==> src/rtl/board_render_pkg.sv <==
// rtl/board_render_pkg.sv - shared codes, ASCII constants and render states for board_render
// Prompt state exists only when BOARD_RENDER_PROMPT_EN is defined.
package board_render_pkg;

   localparam logic [1:0] CELL_EMPTY = 2'b00;
   localparam logic [1:0] CELL_O     = 2'b01;
   localparam logic [1:0] CELL_X     = 2'b11;

   localparam logic [1:0] RES_NONE = 2'd0;
   localparam logic [1:0] RES_XWIN = 2'd1;
   localparam logic [1:0] RES_OWIN = 2'd2;
   localparam logic [1:0] RES_DRAW = 2'd3;

   localparam logic [7:0] ASCII_CR    = 8'h0D;
   localparam logic [7:0] ASCII_LF    = 8'h0A;
   localparam logic [7:0] ASCII_BAR   = 8'h7C;
   localparam logic [7:0] ASCII_DASH  = 8'h2D;
   localparam logic [7:0] ASCII_PLUS  = 8'h2B;
   localparam logic [7:0] ASCII_QMARK = 8'h3F;
   localparam logic [7:0] ASCII_ONE   = 8'h31;

   localparam logic [2:0] PROMPT_LAST = 3'd5;

   typedef enum logic [2:0] {
      ST_IDLE   = 3'd0,
      ST_ROW    = 3'd1,
      ST_EOL    = 3'd2,
      ST_SEP    = 3'd3,
      ST_MSG    = 3'd4,
`ifdef BOARD_RENDER_PROMPT_EN
      ST_PROMPT = 3'd5,
`endif
      ST_DONE   = 3'd6
   } state_t;

   // Index of the last byte of a result line ("Draw\r\n" is 6 bytes, the win lines 8).
   function automatic logic [2:0] msg_last(input logic [1:0] res);
      return (res == RES_DRAW) ? 3'd5 : 3'd7;
   endfunction

endpackage

==> src/rtl/board_render_cell_char.sv <==
// rtl/board_render_cell_char.sv - maps one 2-bit cell code and its index to an ASCII byte
module board_render_cell_char
   import board_render_pkg::*;
(
   input  logic [1:0] i_cell,
   input  logic [3:0] i_index,
   input  logic [7:0] i_x_char,
   input  logic [7:0] i_o_char,
   output logic [7:0] o_char
);

   always_comb begin
      case (i_cell)
         CELL_EMPTY: o_char = ASCII_ONE + 8'(i_index);
         CELL_O:     o_char = i_o_char;
         CELL_X:     o_char = i_x_char;
         default:    o_char = ASCII_QMARK;
      endcase
   end

endmodule

==> src/rtl/board_render.sv <==
// rtl/board_render.sv - serialises a board snapshot and result into an ASCII byte stream
// Defining BOARD_RENDER_PROMPT_EN appends "Move? " to renders whose result is NONE.
module board_render
   import board_render_pkg::*;
#(
   parameter int unsigned ROW_SEP = 1,
   parameter logic [7:0]  X_CHAR  = 8'h58,
   parameter logic [7:0]  O_CHAR  = 8'h4F
) (
   input  logic        i_clk,
   input  logic        i_rst_n,
   input  logic        i_start,
   input  logic [17:0] i_board,
   input  logic [1:0]  i_result,
   output logic [7:0]  o_data,
   output logic        o_valid,
   input  logic        i_ready,
   output logic        o_busy,
   output logic        o_done
);

   state_t      state_q, state_d;
   logic [1:0]  row_q, row_d;
   logic [2:0]  col_q, col_d;
   logic [2:0]  idx_q, idx_d;
   logic [17:0] board_q, board_d;
   logic [1:0]  result_q, result_d;
   logic [3:0]  cell_idx;
   logic [1:0]  cell_code;
   logic [7:0]  cell_byte;
   logic [63:0] msg_str;
   logic [7:0]  msg_byte;

   // Even columns of a row are cells, odd columns are bars.
   assign cell_idx  = 4'(row_q) * 4'd3 + 4'(col_q[2:1]);
   assign cell_code = board_q[{cell_idx, 1'b0} +: 2];

   board_render_cell_char u_cell_char (
      .i_cell   (cell_code),
      .i_index  (cell_idx),
      .i_x_char (X_CHAR),
      .i_o_char (O_CHAR),
      .o_char   (cell_byte)
   );

   // Message ROM; the NONE entry holds the prompt text.
   always_comb begin
      case (result_q)
         RES_XWIN: msg_str = "X wins\r\n";
         RES_OWIN: msg_str = "O wins\r\n";
         RES_DRAW: msg_str = {"Draw\r\n", 16'h0000};
         default:  msg_str = {"Move? ", 16'h0000};
      endcase
   end
   assign msg_byte = msg_str[{~idx_q, 3'b111} -: 8];

   always_comb begin
      state_d  = state_q;
      row_d    = row_q;
      col_d    = col_q;
      idx_d    = idx_q;
      board_d  = board_q;
      result_d = result_q;
      o_data   = 8'h00;
      o_valid  = 1'b0;
      o_busy   = 1'b0;
      o_done   = 1'b0;
      case (state_q)
         ST_IDLE: begin
            if (i_start) begin
               board_d  = i_board;
               result_d = i_result;
               row_d    = 2'd0;
               col_d    = 3'd0;
               idx_d    = 3'd0;
               state_d  = ST_ROW;
            end
         end
         ST_ROW: begin
            o_valid = 1'b1;
            o_busy  = 1'b1;
            o_data  = col_q[0] ? ASCII_BAR : cell_byte;
            if (i_ready) begin
               if (col_q == 3'd4) begin
                  col_d   = 3'd0;
                  state_d = ST_EOL;
               end else begin
                  col_d = col_q + 3'd1;
               end
            end
         end
         ST_EOL: begin
            o_valid = 1'b1;
            o_busy  = 1'b1;
            o_data  = col_q[0] ? ASCII_LF : ASCII_CR;
            if (i_ready) begin
               if (!col_q[0]) begin
                  col_d = 3'd1;
               end else begin
                  col_d = 3'd0;
                  if (row_q != 2'd2) begin
                     row_d = row_q + 2'd1;
                     if (ROW_SEP != 0) state_d = ST_SEP;
                     else              state_d = ST_ROW;
                  end else if (result_q != RES_NONE) begin
                     state_d = ST_MSG;
                  end else begin
`ifdef BOARD_RENDER_PROMPT_EN
                     state_d = ST_PROMPT;
`else
                     state_d = ST_DONE;
`endif
                  end
               end
            end
         end
         ST_SEP: begin
            o_valid = 1'b1;
            o_busy  = 1'b1;
            if (col_q == 3'd5)      o_data = ASCII_CR;
            else if (col_q == 3'd6) o_data = ASCII_LF;
            else                    o_data = col_q[0] ? ASCII_PLUS : ASCII_DASH;
            if (i_ready) begin
               if (col_q == 3'd6) begin
                  col_d   = 3'd0;
                  state_d = ST_ROW;
               end else begin
                  col_d = col_q + 3'd1;
               end
            end
         end
         ST_MSG: begin
            o_valid = 1'b1;
            o_busy  = 1'b1;
            o_data  = msg_byte;
            if (i_ready) begin
               if (idx_q == msg_last(result_q)) state_d = ST_DONE;
               else                             idx_d   = idx_q + 3'd1;
            end
         end
`ifdef BOARD_RENDER_PROMPT_EN
         ST_PROMPT: begin
            o_valid = 1'b1;
            o_busy  = 1'b1;
            o_data  = msg_byte;
            if (i_ready) begin
               if (idx_q == PROMPT_LAST) state_d = ST_DONE;
               else                      idx_d   = idx_q + 3'd1;
            end
         end
`endif
         ST_DONE: begin
            o_done  = 1'b1;
            state_d = ST_IDLE;
         end
         default: state_d = ST_IDLE;
      endcase
   end

   always_ff @(posedge i_clk or negedge i_rst_n) begin
      if (!i_rst_n) begin
         state_q  <= ST_IDLE;
         row_q    <= 2'd0;
         col_q    <= 3'd0;
         idx_q    <= 3'd0;
         board_q  <= 18'd0;
         result_q <= RES_NONE;
      end else begin
         state_q  <= state_d;
         row_q    <= row_d;
         col_q    <= col_d;
         idx_q    <= idx_d;
         board_q  <= board_d;
         result_q <= result_d;
      end
   end

endmodule
==> config.mk <==
export PLATFORM = sky130hd
export DESIGN_NAME = board_render
export DESIGN_NICKNAME = d
export VERILOG_FILES = /design/src/rtl/board_render_pkg.sv /design/src/rtl/board_render_cell_char.sv /design/src/rtl/board_render.sv
export SDC_FILE = /design/constraint.sdc
export NUM_CORES = 1
export LEC_CHECK = 0
export CAP_MARGIN = 30
export CORE_MARGIN = 2
export CORE_UTILIZATION = 55
export CTS_BUF_LIST = sky130_fd_sc_hd__clkbuf_16
export DETAILED_ROUTE_END_ITERATION = 8
export PLACE_DENSITY = 0.9
export SETUP_SLACK_MARGIN = 0.2
export SLEW_MARGIN = 10
export SYNTH_ARGS = -nofsm -noshare
export SYNTH_HDL_FRONTEND = slang
export SYNTH_HIERARCHICAL = 1
export SYNTH_SLANG_ARGS = --single-unit
==> constraint.sdc <==
create_clock -name i_clk -period 5.4 [get_ports i_clk]
set_input_delay 1.35 -clock i_clk [delete_from_list [all_inputs] [get_ports i_clk]]
set_output_delay 1.35 -clock i_clk [all_outputs]
set_load 0.01 [all_outputs]
==> results.py, run 1 <==
metrics = {
    "drt": {
        "avgViaCountPerCell": 6.05,
        "first_iter_violations": 204,
        "ant_nets": 0,
        "via_count": 2292,
        "routedWlPerCell_um": 16.6,
        "drc_errors": 0,
        "wl_um": 6300,
        "first_pass_iters": 4,
    },
    "critical_path": {
        "endpoint_kind": "output port",
        "cp_max_fo": 7,
        "worstSetupStartpointType": "flip-flop",
        "required_ns": 4.05,
        "cp.arrival_ns": 3.73,
        "critPathKind": "flip-flop to output port",
    },
    "place": {
        "portBuffers": 33,
        "pre_cts_slack_ns": 0.0790,
        "gp_congestion": 0.986,
        "dp.final_hpwl_um": 4480,
    },
    "die": {
        "start_util": 0.563,
        "fp-row-count": 25,
        "core_area_um2": 4690,
        "dieHeight_um": 73.3,
        "die_w_um": 73.3,
        "dieArea_um2": 5380,
        "io_pins": 35,
    },
    "clocking": {
        "cts_max_path_buffers": 2,
        "cts.clk_slew.worst_paths_ns": 0.05,
        "cts_num_sinks": 31,
        "htree_levels": 2,
        "root_buffer": "clkbuf_16",
        "clk_latency_ns": 0.28,
        "cts_made_buffers": 5,
        "cts_tree": "yes",
    },
    "sta": {
        "timing.fmax_mhz": 197,
        "rsz0062_at_grt": "false",
        "fin_crit_sh": 0.941,
        "setup_ws_ns": 0.319,
        "slew-limit-headroom": 0.457,
        "maxSlewViolCount": 0,
        "worst_pin_slew_ns": 0.815,
        "holdWs_ns": 0.479,
        "fin_setup_tns_ns": 0,
        "worst_clock_skew_ns": 0.00376,
        "setup_viol_count_final": 0,
        "min_period_ns": 5.08,
        "hold_viol": 0,
    },
    "global_route": {
        "antenna_found_initial": 0,
        "grt_pass1_vias": 2151,
        "use_met2": 0.417,
        "grt_pass1_wl_um": 10100,
        "grt_usage": 0.246,
        "grtUsageMet1": 0.318,
        "grt_max_degree": 32,
        "busiest_layer": "met2",
        "overflow": 0,
        "grt_use_met3": 0.0439,
    },
    "synth": {
        "synthArstFlopShare": 1.00,
        "synth_edf_count": 0,
        "syn_avg_cell_area_um2": 9.51,
        "synth_seq_area_share": 0.294,
        "syn_area_um2": 2640,
        "synth_cell_type_count": 63,
        "synthFlopType": "dfrtp_1",
        "yosys_warnings": 6,
        "ys_seq_elements": 31,
        "syn_inst": 278,
    },
    "cells_and_area": {
        "fin_util": 0.690,
        "seq_area_um2": 777,
        "n_fill_cell": 366,
        "fin_nets": 366,
        "area_delta_synth_final_pct": 22.6,
        "multi_input_area_um2": 1770,
        "drive_gt1_frac": 0.142,
        "n_antenna_cell": 0,
    },
    "run": {
        "maxCapViolCount": 0,
    },
    "power_and_ir_drop": {
        "seqPwrFrac": 0.192,
        "switching_power_w": 0.00107,
        "power_density_nw_per_um2": 750,
        "internal_power_w": 0.00136,
        "vdd_ir_drop_max_v": 0.000307,
        "p_clk_frac": 0.111,
        "combPwrFrac": 0.696,
        "leakage_nw": 1.36,
        "p_sw_frac": 0.441,
    },
    "min_path": {
        "hold_class": "flip-flop to flip-flop",
    },
    "outcome": {
        "outcome": "completed",
    },
}
-- flip-flops by register name (all words and copies together) (netlist names) --
| name | count |
|---|---|
| row_q | 2 |
| board_q | 18 |
| state_q | 3 |
| col_q | 3 |
| result_q | 2 |
| idx_q | 3 |
-- what timing repair did --
item / in CTS / in global routing
endpoints found under the setup margin: 7 / 7
resized for setup: 10 / 10
pin swaps: 1 / 2
buffers inserted: 1 / 5
hold buffers: 0 / 0
-- per-stage QoR --
stage,total power [W],std cells,cell area (um2)
2_1_floorplan,0.00161,292,2700
6_report,0.00243,379,3240
4_1_cts,0.00228,373,3160
3_5_place_dp,0.00201,364,3010
5_1_grt,0.00261,379,3240
3_3_place_gp,0.00195,364,3010
-- worst paths after layout --
path | end | depth (start not counted) | start | slack, ns
min in group asynchronous | state_q[2] | 2 | i_rst_n | 1.47
worst max-delay path | o_data[1] | 12 | row_q[1] | 0.32
max in group asynchronous | row_q[1] | 2 | i_rst_n | 3.61
worst min register to register | board_q[12] | 1 | board_q[12] | 0.48
worst min-delay path | board_q[12] | 1 | board_q[12] | 0.48
worst max register to register | state_q[1] | 6 | col_q[0] | 3.35
-- kinds of logic (layout without fill, tap and decap cells) --
kind of cell | Yosys count | after routing | synth area share
compound gates | 82 | 82 | 0.216
xor+xnor | 4 | 4 | 0.0133
fa+ha+maj | 18 | 18 | 0.0909
buf+inv | 35 | 68 | 0.0682
flops | 31 | 31 | 0.294
mux | 35 | 35 | 0.168
other cells | 2 | 16 | 0.00284
simple gates | 71 | 71 | 0.148
-- synth_stat cells, types with 4 or more instances --
| cell | count | area [um2] |
|---|---|---|
| a21o_1 | 4 | 30.0 |
| a21oi_1 | 18 | 90.1 |
| buf_2 | 12 | 60.1 |
| dfrtp_1 | 31 | 776 |
| ha_1 | 16 | 200 |
| inv_1 | 12 | 45.0 |
| mux2_1 | 16 | 180 |
| mux2_2 | 4 | 45.0 |
| mux2i_1 | 9 | 90.1 |
| mux4_2 | 5 | 113 |
| nand2_1 | 21 | 78.8 |
| nand2b_1 | 6 | 37.5 |
| nand3_1 | 8 | 40.0 |
| nor2_1 | 12 | 45.0 |
| nor3_1 | 4 | 20.0 |
| o21ai_0 | 10 | 50.1 |
| o21ai_1 | 7 | 35.0 |
| o22a_1 | 5 | 43.8 |
| o22ai_1 | 4 | 25.0 |
-- power by group through the flow --
stage | registers, W | clock network, W | logic, W
after floorplan | 0.000400 | 0 | 0.00121
after global placement | 0.000459 | 0 | 0.00150
after detailed placement | 0.000470 | 0 | 0.00154
after CTS | 0.000467 | 0.000274 | 0.00154
after global routing | 0.000483 | 0.000285 | 0.00184
final | 0.000467 | 0.000271 | 0.00169
-- worst max-delay path: stages, from the launching register on --
cell and delay (ns):
dfrtp_2 0.45, fa_1 0.47, ha_1 0.23, fa_2 0.63, mux2i_2 0.28, o21ai_4 0.11, buf_4 0.17, mux2_4 0.29
o22a_1 0.18, o2bb2ai_1 0.12, a32oi_1 0.15, o2bb2ai_1 0.09, clkdlybuf4s15_1 0.26
-- placed cells by master (no fill, tap or decap), types with 8 or more instances in the layout --
| cell type | count |
|---|---|
| buf_4 | 11 |
| a21oi_1 | 18 |
| o21ai_0 | 9 |
| clkdlybuf4s50_1 | 26 |
| conb_1 | 16 |
| inv_1 | 13 |
| dfrtp_1 | 30 |
| nor2_1 | 12 |
| mux2i_1 | 8 |
| mux2_1 | 16 |
| ha_1 | 16 |
| nand3_1 | 8 |
| nand2_1 | 21 |
-- routing by layer --
layer | wire [um] | part of all wire | vias to the layer above
li1 | - | - | 1106
met1 | 2790 | 0.44 | 1106
met4 | 110 | 0.017 | 0
met3 | 335 | 0.053 | 13
met2 | 3070 | 0.49 | 67
met5 | 0 | 0 | -
-- cell type report --
| class | count | share of cell area |
|---|---|---|
| multi-input combinational | 226 | 0.547 |
| clock buffer | 5 | 0.0386 |
| sequential | 31 | 0.240 |
| timing repair buffer | 45 | 0.131 |
| clock inverter | 3 | 0.00502 |
| tap | 54 | 0.0209 |
| inverter | 15 | 0.0174 |
Power figures use the tool's default switching activity.
==> run 2: changes to the inputs <==
CORE_MARGIN = unset   (was 2)
==> results.py, run 2 (same netlist as run 1, synthesis figures left out) <==
metrics = {
    "die": {
        "dieArea_um2": 5090,
        "fp-row-count": 24,
        "die_w_um": 71.3,
        "dieHeight_um": 71.3,
        "start_util": 0.591,
        "io_pins": 35,
        "core_area_um2": 4470,
    },
    "drt": {
        "drc_errors": 1,
        "avgViaCountPerCell": 6.09,
        "via_count": 2289,
        "wl_um": 6320,
        "first_pass_iters": 6,
        "routedWlPerCell_um": 16.8,
        "first_iter_violations": 121,
        "ant_nets": 0,
    },
    "clocking": {
        "hold_buffers": 0,
        "root_buffer": "clkbuf_16",
        "htree_levels": 2,
        "cts_made_buffers": 5,
        "cts_num_sinks": 31,
        "cts.clk_slew.worst_paths_ns": 0.05,
        "cts_tree": "yes",
        "cts_max_path_buffers": 2,
        "clk_latency_ns": 0.28,
    },
    "sta": {
        "hold_viol": 0,
        "setup_viol_count_final": 0,
        "fin_crit_sh": 0.935,
        "timing.fmax_mhz": 198,
        "min_period_ns": 5.05,
        "setup_ws_ns": 0.353,
        "maxSlewViolCount": 0,
        "worst_pin_slew_ns": 0.833,
        "worst_clock_skew_ns": 0.00282,
        "rsz0062_at_grt": "false",
        "slew-limit-headroom": 0.445,
        "fin_setup_tns_ns": 0,
    },
    "critical_path": {
        "worstSetupStartpointType": "flip-flop",
        "critPathKind": "flip-flop to output port",
        "path_cells": "fa_1 > ha_1 > fa_2 > mux2i_2 > o21ai_2 > buf_4 > mux2_4 > o22a_1 > o2bb2ai_1 > a32oi_1 > o2bb2ai_1 > dlygate4sd2_1",
        "slowest_stage": "fa_2",
        "cp.arrival_ns": 3.70,
        "r2r-start": "col_q[0]",
        "required_ns": 4.05,
        "rrSetupSlack_ns": 3.32,
        "endpoint_kind": "output port",
        "reg2reg_depth": 6,
        "crit_top_cell": "o2bb2ai_1",
        "cp_slowest_stage_delay_ns": 0.63,
        "timing.rr.end": "state_q[1]",
        "cp_max_fo": 8,
    },
    "global_route": {
        "grt_pass1_wl_um": 10700,
        "grt_max_degree": 32,
        "overflow": 0,
        "antenna_found_initial": 0,
        "grt_pass1_vias": 2228,
        "grt_usage": 0.272,
    },
    "cells_and_area": {
        "n_fill_cell": 337,
        "fin_nets": 365,
        "n_antenna_cell": 0,
        "largest_register_ff_count": 18,
        "mostFrequentLayoutCells": "30 x dfrtp_1, 27 x clkdlybuf4s50_1, 20 x nand2_1, 18 x a21oi_1",
        "drive_gt1_frac": 0.142,
        "fin_cells": 376,
        "area_delta_synth_final_pct": 22.1,
        "layout_commonest_cell": "dfrtp_1",
        "regMostFlops": "board_q",
    },
    "place": {
        "placed_cells": 363,
        "dp.final_hpwl_um": 4370,
        "gp_congestion": 0.842,
        "portBuffers": 33,
        "pre_cts_slack_ns": 0.214,
    },
    "min_path": {
        "hold_depth": 1,
        "hold_class": "flip-flop to flip-flop",
        "min_from": "board_q[8]",
        "worstHoldEndpoint": "board_q[8]",
    },
    "outcome": {
        "outcome": "finished with violations",
        "violations": "DRC",
    },
    "power_and_ir_drop": {
        "leakage_nw": 1.36,
        "vdd_ir_drop_max_v": 0.000314,
        "power_density_nw_per_um2": 738,
        "total_power_w": 0.00238,
    },
    "run": {
        "maxCapViolCount": 0,
    },
}
-- run 2: cell types whose count changed in the layout (fill, tap and decap cells not counted), sizes merged --
cell / change
buf: -1
clkdlybuf4s15: -2
dlymetal6s2s: -1
clkdlybuf4s50: +1
clkbuf: -1
dlygate4sd2: +3
-- run 2: what timing repair did --
| action | CTS | global route |
|---|---|---|
| resized for setup | 11 | 5 |
| endpoints found under the setup margin | 7 | 3 |
| pin swaps | 1 | 3 |
| cloned | 0 | 0 |
| setup buffers | 2 | 2 |
-- run 2: layer usage --
layer	share of wire	vias up	track usage
li1	-	1104	-
met1	0.43	1096	0.353
met2	0.50	75	0.456
met3	0.051	14	0.0605
met4	0.019	0	0.0800
met5	0	-	0
-- run 2: layout make-up --
cell class                      instances  area, um2  share of cell area
Multi-Input combinational cell        226       1770               0.549
Sequential cell                        31        777               0.241
Inverter                               15       56.3              0.0174
Tap cell                               52       65.1              0.0202
Clock buffer                            5        125              0.0388
Clock inverter                          3       16.3             0.00504
Timing Repair Buffer                   44        417               0.129
-- run 2: power breakdown --
| group | internal (W) | switching [W] |
|---|---|---|
| logic | 0.000818 | 0.000833 |
| registers | 0.000334 | 0.000127 |
| clock network | 0.000168 | 0.000103 |
| total | 0.00132 | 0.00106 |
-- run 2: worst max-delay path: cells and delay by family, from the launching register on --
family	cells	cell delay, ns
flip-flops	1	0.43
adder cells (fa/ha/maj)	3	1.33
buffers and inverters	2	0.47
multiplexers	2	0.53
AO/OA/AOI/OAI	5	0.65
-- run 2: metrics by stage --
step | util | cell area (um2) | hold WS (ns)
detailed placement | 0.673 | 3010 | 0.473
CTS | 0.713 | 3190 | 0.485
floorplan | - | 2700 | 0.452
global placement | 0.673 | 3010 | 0.462
finish | 0.721 | 3230 | 0.481
global route | 0.721 | 3230 | 0.496
-- run 2: worst max path at each step --
stage,start,end,cells after the start
detailed placement,row_q[1],o_data[4],13
global placement,row_q[0],o_data[4],13
floorplan,row_q[1],o_data[5],12
CTS,row_q[1],o_data[0],12
finish,row_q[1],o_data[1],12
global route,row_q[1],o_data[5],12
